File: config.mk
export PLATFORM = sky130hd
export DESIGN_NAME = util_fir_dec
export DESIGN_NICKNAME = d
export VERILOG_FILES = /design/src/rtl/util_fir_dec.sv
export SDC_FILE = /design/constraint.sdc
export NUM_CORES = 1
export LEC_CHECK = 0
export BUFFER_PORTS_ARGS = -buffer_cell sky130_fd_sc_hd__buf_2
export CORE_MARGIN = 2
export CORE_UTILIZATION = 45
export DETAILED_ROUTE_END_ITERATION = 10
export GPL_ROUTABILITY_DRIVEN = 0
export REMOVE_ABC_BUFFERS = 1
export SLEW_MARGIN = 20
export SYNTH_ARGS = -nofsm -noshare
export SYNTH_HDL_FRONTEND = slang
export SYNTH_SLANG_ARGS = --single-unit
File: constraint.sdc
create_clock -name aclk -period 12.5 [get_ports aclk]
set_clock_uncertainty 0.05 [all_clocks]
set_input_delay 1.875 -clock aclk [delete_from_list [all_inputs] [get_ports aclk]]
set_output_delay 1.875 -clock aclk [all_outputs]
set_load 0.02 [all_outputs]
File: src/rtl/util_fir_dec.sv
// util_fir_dec
// Boxcar decimator for paired 16-bit signed ADC samples, with an AXI-Stream
// master output behind a small first-word-fall-through FIFO.
//
// Each channel sums DEC_RATE consecutive valid samples, shifts the sum
// right arithmetically by log2(DEC_RATE), and pushes the packed pair
// {ch1, ch0} into the FIFO. In bypass mode every valid sample pair is
// pushed unchanged.
//
// Build option:
//   UTIL_FIR_DEC_ROUND_EN  defined   -> round half up (add 2^(K-1) before shift)
//                          undefined -> truncate (floor)
//
// Ports:
//   aclk                 clock
//   areset               asynchronous active-high reset
//   s_axis_data_tvalid   input sample strobe (never stalled)
//   channel_0/channel_1  signed input samples (I/Q)
//   decimate             1 = decimate by DEC_RATE, 0 = bypass
//   overflow_clr         synchronous clear of the sticky overflow flag
//   m_axis_data_tvalid   output word valid
//   m_axis_data_tready   downstream ready
//   m_axis_data_tdata    {ch1, ch0}
//   overflow             sticky: a result was dropped on a full FIFO

module util_fir_dec #(
  parameter int DEC_RATE   = 8,
  parameter int FIFO_DEPTH = 4
) (
  input  logic        aclk,
  input  logic        areset,
  input  logic        s_axis_data_tvalid,
  input  logic [15:0] channel_0,
  input  logic [15:0] channel_1,
  input  logic        decimate,
  input  logic        overflow_clr,
  output logic        m_axis_data_tvalid,
  input  logic        m_axis_data_tready,
  output logic [31:0] m_axis_data_tdata,
  output logic        overflow
);

  localparam int K     = $clog2(DEC_RATE);
  localparam int AW    = $clog2(FIFO_DEPTH);
  localparam int ACC_W = 16 + K;

`ifdef UTIL_FIR_DEC_ROUND_EN
  localparam logic signed [ACC_W-1:0] RND = ACC_W'(2 ** (K - 1));
`else
  localparam logic signed [ACC_W-1:0] RND = '0;
`endif

  localparam logic [K-1:0]  LAST_PHASE = K'(DEC_RATE - 1);
  localparam logic [AW:0]   DEPTH_CNT  = (AW + 1)'(FIFO_DEPTH);

  // ---------------------------------------------------------------------
  // Accumulate-and-dump datapath
  // ---------------------------------------------------------------------
  logic signed [ACC_W-1:0] acc0_q, acc0_d, acc1_q, acc1_d;
  logic        [K-1:0]     phase_q, phase_d;
  logic                    dec_prev_q, dec_prev_d;

  logic signed [ACC_W-1:0] acc0_base, acc1_base;
  logic        [K-1:0]     phase_base;
  logic signed [ACC_W-1:0] add0, add1, sum0, sum1;
  logic [15:0]             res0, res1;

  logic                    push;
  logic [31:0]             push_data;

  always_comb begin
    dec_prev_d = decimate;

    // A mode change discards any partial block; the sample on the changing
    // cycle starts fresh in the new mode.
    acc0_base  = acc0_q;
    acc1_base  = acc1_q;
    phase_base = phase_q;
    if (decimate != dec_prev_q) begin
      acc0_base  = '0;
      acc1_base  = '0;
      phase_base = '0;
    end

    add0 = acc0_base + {{K{channel_0[15]}}, channel_0};
    add1 = acc1_base + {{K{channel_1[15]}}, channel_1};
    sum0 = add0 + RND;
    sum1 = add1 + RND;
    // The block average always fits 16 bits, so the upper bits are just
    // sign copies and can be dropped.
    res0 = 16'(sum0 >>> K);
    res1 = 16'(sum1 >>> K);

    push      = 1'b0;
    push_data = '0;
    acc0_d    = acc0_base;
    acc1_d    = acc1_base;
    phase_d   = phase_base;

    if (s_axis_data_tvalid) begin
      if (decimate) begin
        if (phase_base == LAST_PHASE) begin
          push      = 1'b1;
          push_data = {res1, res0};
          acc0_d    = '0;
          acc1_d    = '0;
          phase_d   = '0;
        end else begin
          acc0_d  = add0;
          acc1_d  = add1;
          phase_d = phase_base + 1'b1;
        end
      end else begin
        push      = 1'b1;
        push_data = {channel_1, channel_0};
        acc0_d    = '0;
        acc1_d    = '0;
        phase_d   = '0;
      end
    end
  end

  // ---------------------------------------------------------------------
  // Output FIFO (first-word-fall-through)
  // ---------------------------------------------------------------------
  logic [31:0]   mem_q [FIFO_DEPTH];
  logic [31:0]   mem_d [FIFO_DEPTH];
  logic [AW-1:0] wr_ptr_q, wr_ptr_d, rd_ptr_q, rd_ptr_d;
  logic [AW:0]   count_q, count_d;
  logic          overflow_q, overflow_d;

  logic full, empty, pop, push_ok, drop;

  always_comb begin
    empty   = (count_q == '0);
    full    = (count_q == DEPTH_CNT);
    pop     = !empty && m_axis_data_tready;
    // A full FIFO still accepts a word if the head leaves on the same edge.
    push_ok = push && (!full || pop);
    drop    = push && full && !pop;

    mem_d    = mem_q;
    wr_ptr_d = wr_ptr_q;
    rd_ptr_d = rd_ptr_q;
    count_d  = count_q;

    if (push_ok) begin
      mem_d[wr_ptr_q] = push_data;
      wr_ptr_d        = wr_ptr_q + 1'b1;
    end
    if (pop) begin
      rd_ptr_d = rd_ptr_q + 1'b1;
    end

    unique case ({push_ok, pop})
      2'b10:   count_d = count_q + 1'b1;
      2'b01:   count_d = count_q - 1'b1;
      default: count_d = count_q;
    endcase

    // Set wins over a same-cycle clear.
    overflow_d = overflow_q;
    if (drop) begin
      overflow_d = 1'b1;
    end else if (overflow_clr) begin
      overflow_d = 1'b0;
    end
  end

  always_ff @(posedge aclk or posedge areset) begin
    if (areset) begin
      acc0_q     <= '0;
      acc1_q     <= '0;
      phase_q    <= '0;
      dec_prev_q <= 1'b0;
      wr_ptr_q   <= '0;
      rd_ptr_q   <= '0;
      count_q    <= '0;
      overflow_q <= 1'b0;
      for (int i = 0; i < FIFO_DEPTH; i++) begin
        mem_q[i] <= '0;
      end
    end else begin
      acc0_q     <= acc0_d;
      acc1_q     <= acc1_d;
      phase_q    <= phase_d;
      dec_prev_q <= dec_prev_d;
      wr_ptr_q   <= wr_ptr_d;
      rd_ptr_q   <= rd_ptr_d;
      count_q    <= count_d;
      overflow_q <= overflow_d;
      for (int i = 0; i < FIFO_DEPTH; i++) begin
        mem_q[i] <= mem_d[i];
      end
    end
  end

  assign m_axis_data_tvalid = !empty;
  assign m_axis_data_tdata  = empty ? 32'h0 : mem_q[rd_ptr_q];
  assign overflow           = overflow_q;

endmodule

## Word-level counts from Yosys, hierarchy flattened

Index checks and enable logic that the tools add are counted.

- Register bits: 178
- Latch bits: 0
- Memory bits (writable): 0
- Memories: 0
- Word-level logic and storage cells: 69
- Memory bits (read-only): 0
- Output and inout port bits: 34
- Input bits: 38

- Magnitude comparators: 3
- Div/mod/pow operators: 0
- Multiplexer cells: 28
- $mul: 0
- Reductions and logical operators: 12
- Bitwise operators: 2
- Add/sub/neg operators: 7
- Equal/unequal tests: 5
- Shifts and indexed selects: 0

Operators with widths:

| cell | number |
|---|---|
| $mux 32 | 7 |
| $mux 19 | 8 |
| $bwmux 128 | 1 |
| $bmux 32 s2 | 1 |
| $demux 32 s2 | 1 |
| $add 19x19->19 | 2 |
| $mux 3 | 4 |
| $add 3x1->3 const B | 2 |
| $eq 3x3->1 const B | 2 |
| $ge 3x3->1 const B | 2 |
| $not 2->3 | 2 |
| $pmux 3 s2 | 1 |
| $logic_and 1x1->1 | 5 |
| $mux 1 | 5 |
| $add 2x1->2 const B | 2 |
| $reduce_bool 2->1 | 2 |
| $logic_not 1->1 | 3 |
| $logic_not 3->1 | 1 |
| $lt 3x1->1 const B | 1 |
| $sub 3x1->3 const B | 1 |
| $eq 2x1->1 const B | 1 |
| $eq 2x2->1 const B | 1 |
| $logic_or 1x1->1 | 1 |
| $ne 1x1->1 | 1 |

## Logic depth before layout (Yosys ltp)

- Depth in word-level cells: 9
- Mapped depth: 16
- Gate-level depth less buffers: 13

## Least setup slack after synthesis

No wires, ideal clock.

- Path kind: input -> register
- Start: input decimate
- End: register mem_q[45] in the netlist's numbering
- Stages on the path: 11
- Path buffers: 2
- Library setup time: 0.125 ns
- Data arrival time: 4.736 ns
- Required time: 12.325 ns
- Slack: 7.589 ns
- Cell sequence: buf_2 xnor2_1 clkbuf_1 and2_1 ha_1 a211oi_2 nor2_1 o31a_1 or4_1 o221a_2 mux2_4

- Longest elaborated chain between the ends: 7
- Elaborated cells between the ends (all ways): 13
- Those cells by class: add/sub (1); eq/ne (2); mux (9); reduce/logical (1)

RTL lines:

| item | line | RTL |
|---|---|---|
| start, declared | 35 | `input logic decimate,` |
| $ne 1x1->1 | 79 | `if (decimate != dec_prev_q) begin` |
| $mux 19 / $mux 3 (equally long branches) | 79 |  |
| $add 19x19->19 / $eq 3x3->1 (equally long branches) | 85, 102 |  |
| $mux 32 / $mux 1 (equally long branches) | 102 | `if (phase_base == LAST_PHASE) begin` |
| $mux 32 / $mux 1 (equally long branches) | 101 | `if (decimate) begin` |
| $mux 32 / $mux 1 (equally long branches) | 100 | `if (s_axis_data_tvalid) begin` |
| $bwmux 128 / $logic_and 1x1->1 (equally long branches) | 148, 139 |  |
| end signal, assigned by index | 193 | `mem_q[i] <= mem_d[i];` |
| end, declared | 126 | `logic [31:0] mem_q [FIFO_DEPTH];` |

Parallel ways exist; a longest one is shown, timed or not.
A chain may end at the register's enable or synchronous reset.

## Worst setup path after layout

- Start: input decimate
- End: register mem_q[61] in the netlist's numbering

- Longest elaborated chain between the ends: 7
- Elaborated cells between the ends (all ways): 13
- Those cells by class: add/sub (1); eq/ne (2); mux (9); reduce/logical (1)

RTL lines:

| item | line |
|---|---|
| $ne 1x1->1 | 79 |
| $mux 19 / $mux 3 (equally long branches) | 79 |
| $add 19x19->19 / $eq 3x3->1 (equally long branches) | 86, 102 |
| $mux 32 / $mux 1 (equally long branches) | 102 |
| $mux 32 / $mux 1 (equally long branches) | 101 |
| $mux 32 / $mux 1 (equally long branches) | 100 |
| $bwmux 128 / $logic_and 1x1->1 (equally long branches) | 148, 139 |

Parallel ways exist; a longest one is shown, timed or not.

==> summary.md <==
| Metric | Value |
|---|---|
| Num Clock Sinks | 178 |
| R2R setup slack | 8.47 ns |
| Final hold violation count | 0 |
| Fraction of layout cells with a size suffix above 1 | 18.0% |
| Worst reg2reg endpoint | mem_q[61] |
| H-tree levels | 4 |
| GRT overflow | 0 |
| Max-cap violations | 0 |
| Via count | 8755 |
| Number of DRC markers in iteration 0 | 763 |
| Routed len/inst | 20.3 um |
| RSZ-0062 raised after global routing | false |
| Final nets | 1227 |
| FF+latch count, synth | 178 |
| Root buffer cell | clkbuf_16 |
| PD cells | 190 nW/um^2 |
| Setup WS post-layout | 6.98 ns |
| Place WS | 6.03 ns |
| Slew @ Worst Pin | 1.05 ns |
| Area Growth Syn to Fin | 10.9% |
| Worst slew margin | 30.2% |
| Placeable Area | 23600 um^2 |
| Cell repeated most along the worst path | ha_1 |
| Final max-slew violation count | 0 |
| Post-synthesis sequential area ratio | 40.8% |
| Hold Path Origin | mem_q[48] |
| Initial antenna violation count | 0 |
| Sw Pwr | 844 uW |
| Period utilisation layout | 44.1% |
| Setup bufs post-CTS | 0 |
| PortBufs | 71 |
| Post-synth EDFFs | 0 |
| Largest net degree at the start of global routing | 67 |
| Initial Utilization | 46.2% |
| Register share of total power | 38.6% |
| Synth Instances | 1118 |
| CP required | 12.73 ns |
| Worst hold path depth | 2 |
| Worst-path clk slew | 0.07 ns |
| Critical Path Source Type | primary input |
| Vias per cell | 5.94 |
| Ant diodes | 0 |
| # DRC | 0 |
| Die area | 25500 um^2 |
| Logic pwr share | 37.0% |
| Slowest CP cell | nand2_2 |
| Clock latency on the worst-skew pair | 0.44 ns |
| Final Power | 2.30 mW |
| Die Height | 160 um |
| Synth unique cells | 70 |
| Die width | 160 um |
| First-pass GRT wire length | 48600 um |
| Global-route usage over all layers | 24.3% |
| Pint | 1.45 mW |
| Worst path cell trace | buf_2 > xnor2_2 > buf_4 > and2_1 > ha_1 > ha_1 > nor2b_1 > nor3_2 > nand2_2 > a2111oi_0 > a211oi_1 |
| Final HPWL from detailed placement | 20200 um |
| R2r worst-path depth | 10 |
| Worst vdd ir | 0.000104 V |
| CTS max path bufs | 2 |
| Hold Path Class | flip-flop to flip-flop |
| R2R Path Start | dec_prev_q |
| Crit-path max FO | 49 |
| Buf/Inv on CP | 2 |
| CP Class | primary input to flip-flop |
| Clock power share | 24.3% |
| ANT nets after route | 0 |
| Crit path largest cell delay | 0.73 ns |
| Worst setup EP type | flip-flop |
| Switching part of the total | 36.8% |
| Synthesized cell area | 10900 um^2 |
| Crit path DAT | 5.75 ns |
| Final min period | 5.52 ns |
| Final wirelength | 29900 um |
| Synth warn | 0 |
| Final setup fails | 0 |
| Lkg Pwr | 5.36 nW |
| First-pass DRT Iterations | 6 |
| Delay-heaviest family, CP | simple AND/OR/NAND/NOR gates |
| Top_reg_cell synth | dfrtp_1 |
| CTS hold repair buffers | 0 |
| Status | complete, no violations |
| CTS tree | done |
| Post-route setup TNS | 0 ns |
| Num CTS Buffers | 17 |
| Syn avg cell area | 9.76 um^2 |
| Rows | 56 |
| Ys async rst share | 100% |
| Fmax | 0.181 GHz |
| Ports | 72 |
| Vias in the first global route | 8744 |
| Hold Path Sink | mem_q[48] |
| # resized after CTS | 0 |
-- cells in the mapped netlist, types with 8 or more instances --
cell type | instances | share of area, %
nor3_1 | 27 | 1.2
mux2i_1 | 19 | 1.7
o21a_1 | 9 | 0.62
dfrtp_1 | 178 | 41
nor2_1 | 52 | 1.8
a21oi_1 | 64 | 2.9
o31ai_1 | 33 | 2.3
a22o_1 | 21 | 1.7
ha_1 | 43 | 4.9
clkbuf_1 | 61 | 2.1
o21ai_0 | 82 | 3.8
nand2_1 | 141 | 4.9
a22oi_1 | 9 | 0.62
xor2_1 | 12 | 0.96
and2_1 | 75 | 4.3
mux4_2 | 32 | 6.6
inv_1 | 25 | 0.86
xnor2_1 | 17 | 1.4
a211oi_1 | 10 | 0.69
buf_2 | 8 | 0.37
nand4_1 | 8 | 0.46
o211ai_1 | 13 | 0.89
mux2_2 | 34 | 3.5
nand3_1 | 23 | 1.1
-- worst reg2reg max path, delay by kind of cell (launching register included) --
family,cells,cell delay [ns]
AOI/OAI and AO/OA,2,0.67
xor gates and xnor gates,1,0.12
adders and majority gates,2,0.49
buffers and inverters,1,0.44
DFF,1,0.41
and+or+nand+nor,4,1.68
-- stage by stage --
stage / hold slack, ns / cell area (um^2) / instances / util, %
2_1_floorplan: 0.393 / 10600 / 1044 / -
3_3_place_gp: 0.405 / 11500 / 1443 / 48.6
3_5_place_dp: 0.411 / 11500 / 1443 / 48.6
4_1_cts: 0.429 / 12100 / 1475 / 51.2
5_1_grt: 0.455 / 12100 / 1475 / 51.2
6_report: 0.424 / 12100 / 1475 / 51.2
-- worst max-delay path by stage --
stage | startpoint | end | slack, ns | depth (start not counted)
3_5_place_dp | decimate | mem_q[61] | 6.03 | 11
5_1_grt | decimate | mem_q[61] | 6.52 | 11
2_1_floorplan | areset | acc0_q[0] | 5.74 | 1
6_report | decimate | mem_q[61] | 6.98 | 11
3_3_place_gp | decimate | mem_q[61] | 6.23 | 11
4_1_cts | decimate | mem_q[61] | 6.47 | 11
-- state kept, by name, indices dropped and copies added (netlist names) --
name	flops
count_q	3
acc0_q	19
dec_prev_q	1
mem_q	128
wr_ptr_q	2
phase_q	3
rd_ptr_q	2
overflow	1
acc1_q	19
-- power by group through the flow --
stage	registers, mW	logic, mW	clock network, mW
final	0.886	0.850	0.559
after global routing	0.914	0.944	0.588
after CTS	0.887	0.862	0.567
after detailed placement	0.898	0.859	0
after global placement	0.890	0.847	0
after floorplan	0.891	0.602	0
-- layout by cell type, fill, tap and decap left out, drive strengths merged, types with 7 or more instances in the layout --
master / count
buf: 80
a22oi: 9
mux4: 32
nand2: 141
ha: 43
nor3: 27
o21ai: 83
xnor2: 17
o21bai: 7
o2bb2ai: 7
mux2: 38
a211oi: 11
a22o: 21
a2111oi: 7
nand3: 23
o31ai: 33
and2: 79
o211ai: 13
xor2: 12
a21o: 7
nand4: 8
a21oi: 66
nor2: 52
o21a: 9
inv: 32
clkbuf: 19
dfrtp: 178
and4: 8
mux2i: 19
-- layout make-up --
| cell class | instances | area, um^2 |
|---|---|---|
| Clock buffer | 19 | 443 |
| Clock inverter | 13 | 163 |
| Fill cell | 2254 | 11500 |
| Inverter | 25 | 98.8 |
| Multi-Input combinational cell | 841 | 6120 |
| Sequential cell | 178 | 4460 |
| Tap cell | 319 | 399 |
| Timing Repair Buffer | 80 | 423 |
-- cell families (layout without fill, tap and decap cells) --
family	after synthesis	in the layout	synth area share [%]
muxes	89	89	12.4
buffers and inverters	99	137	3.50
and+or+nand+nor	363	363	16.1
xor gates and xnor gates	29	29	2.33
AOI/OAI and AO/OA	314	314	19.3
adders and majority gates	46	46	5.48
DFF	178	178	40.8
-- routing by layer --
layer | track usage (%) | share of wire (%)
met1 | 34.5 | 46
met2 | 38.5 | 47
met3 | 3.79 | 5.3
met4 | 6.98 | 1.7
met5 | 0 | 0
No activity file was read; power rests on OpenSTA's default activity.
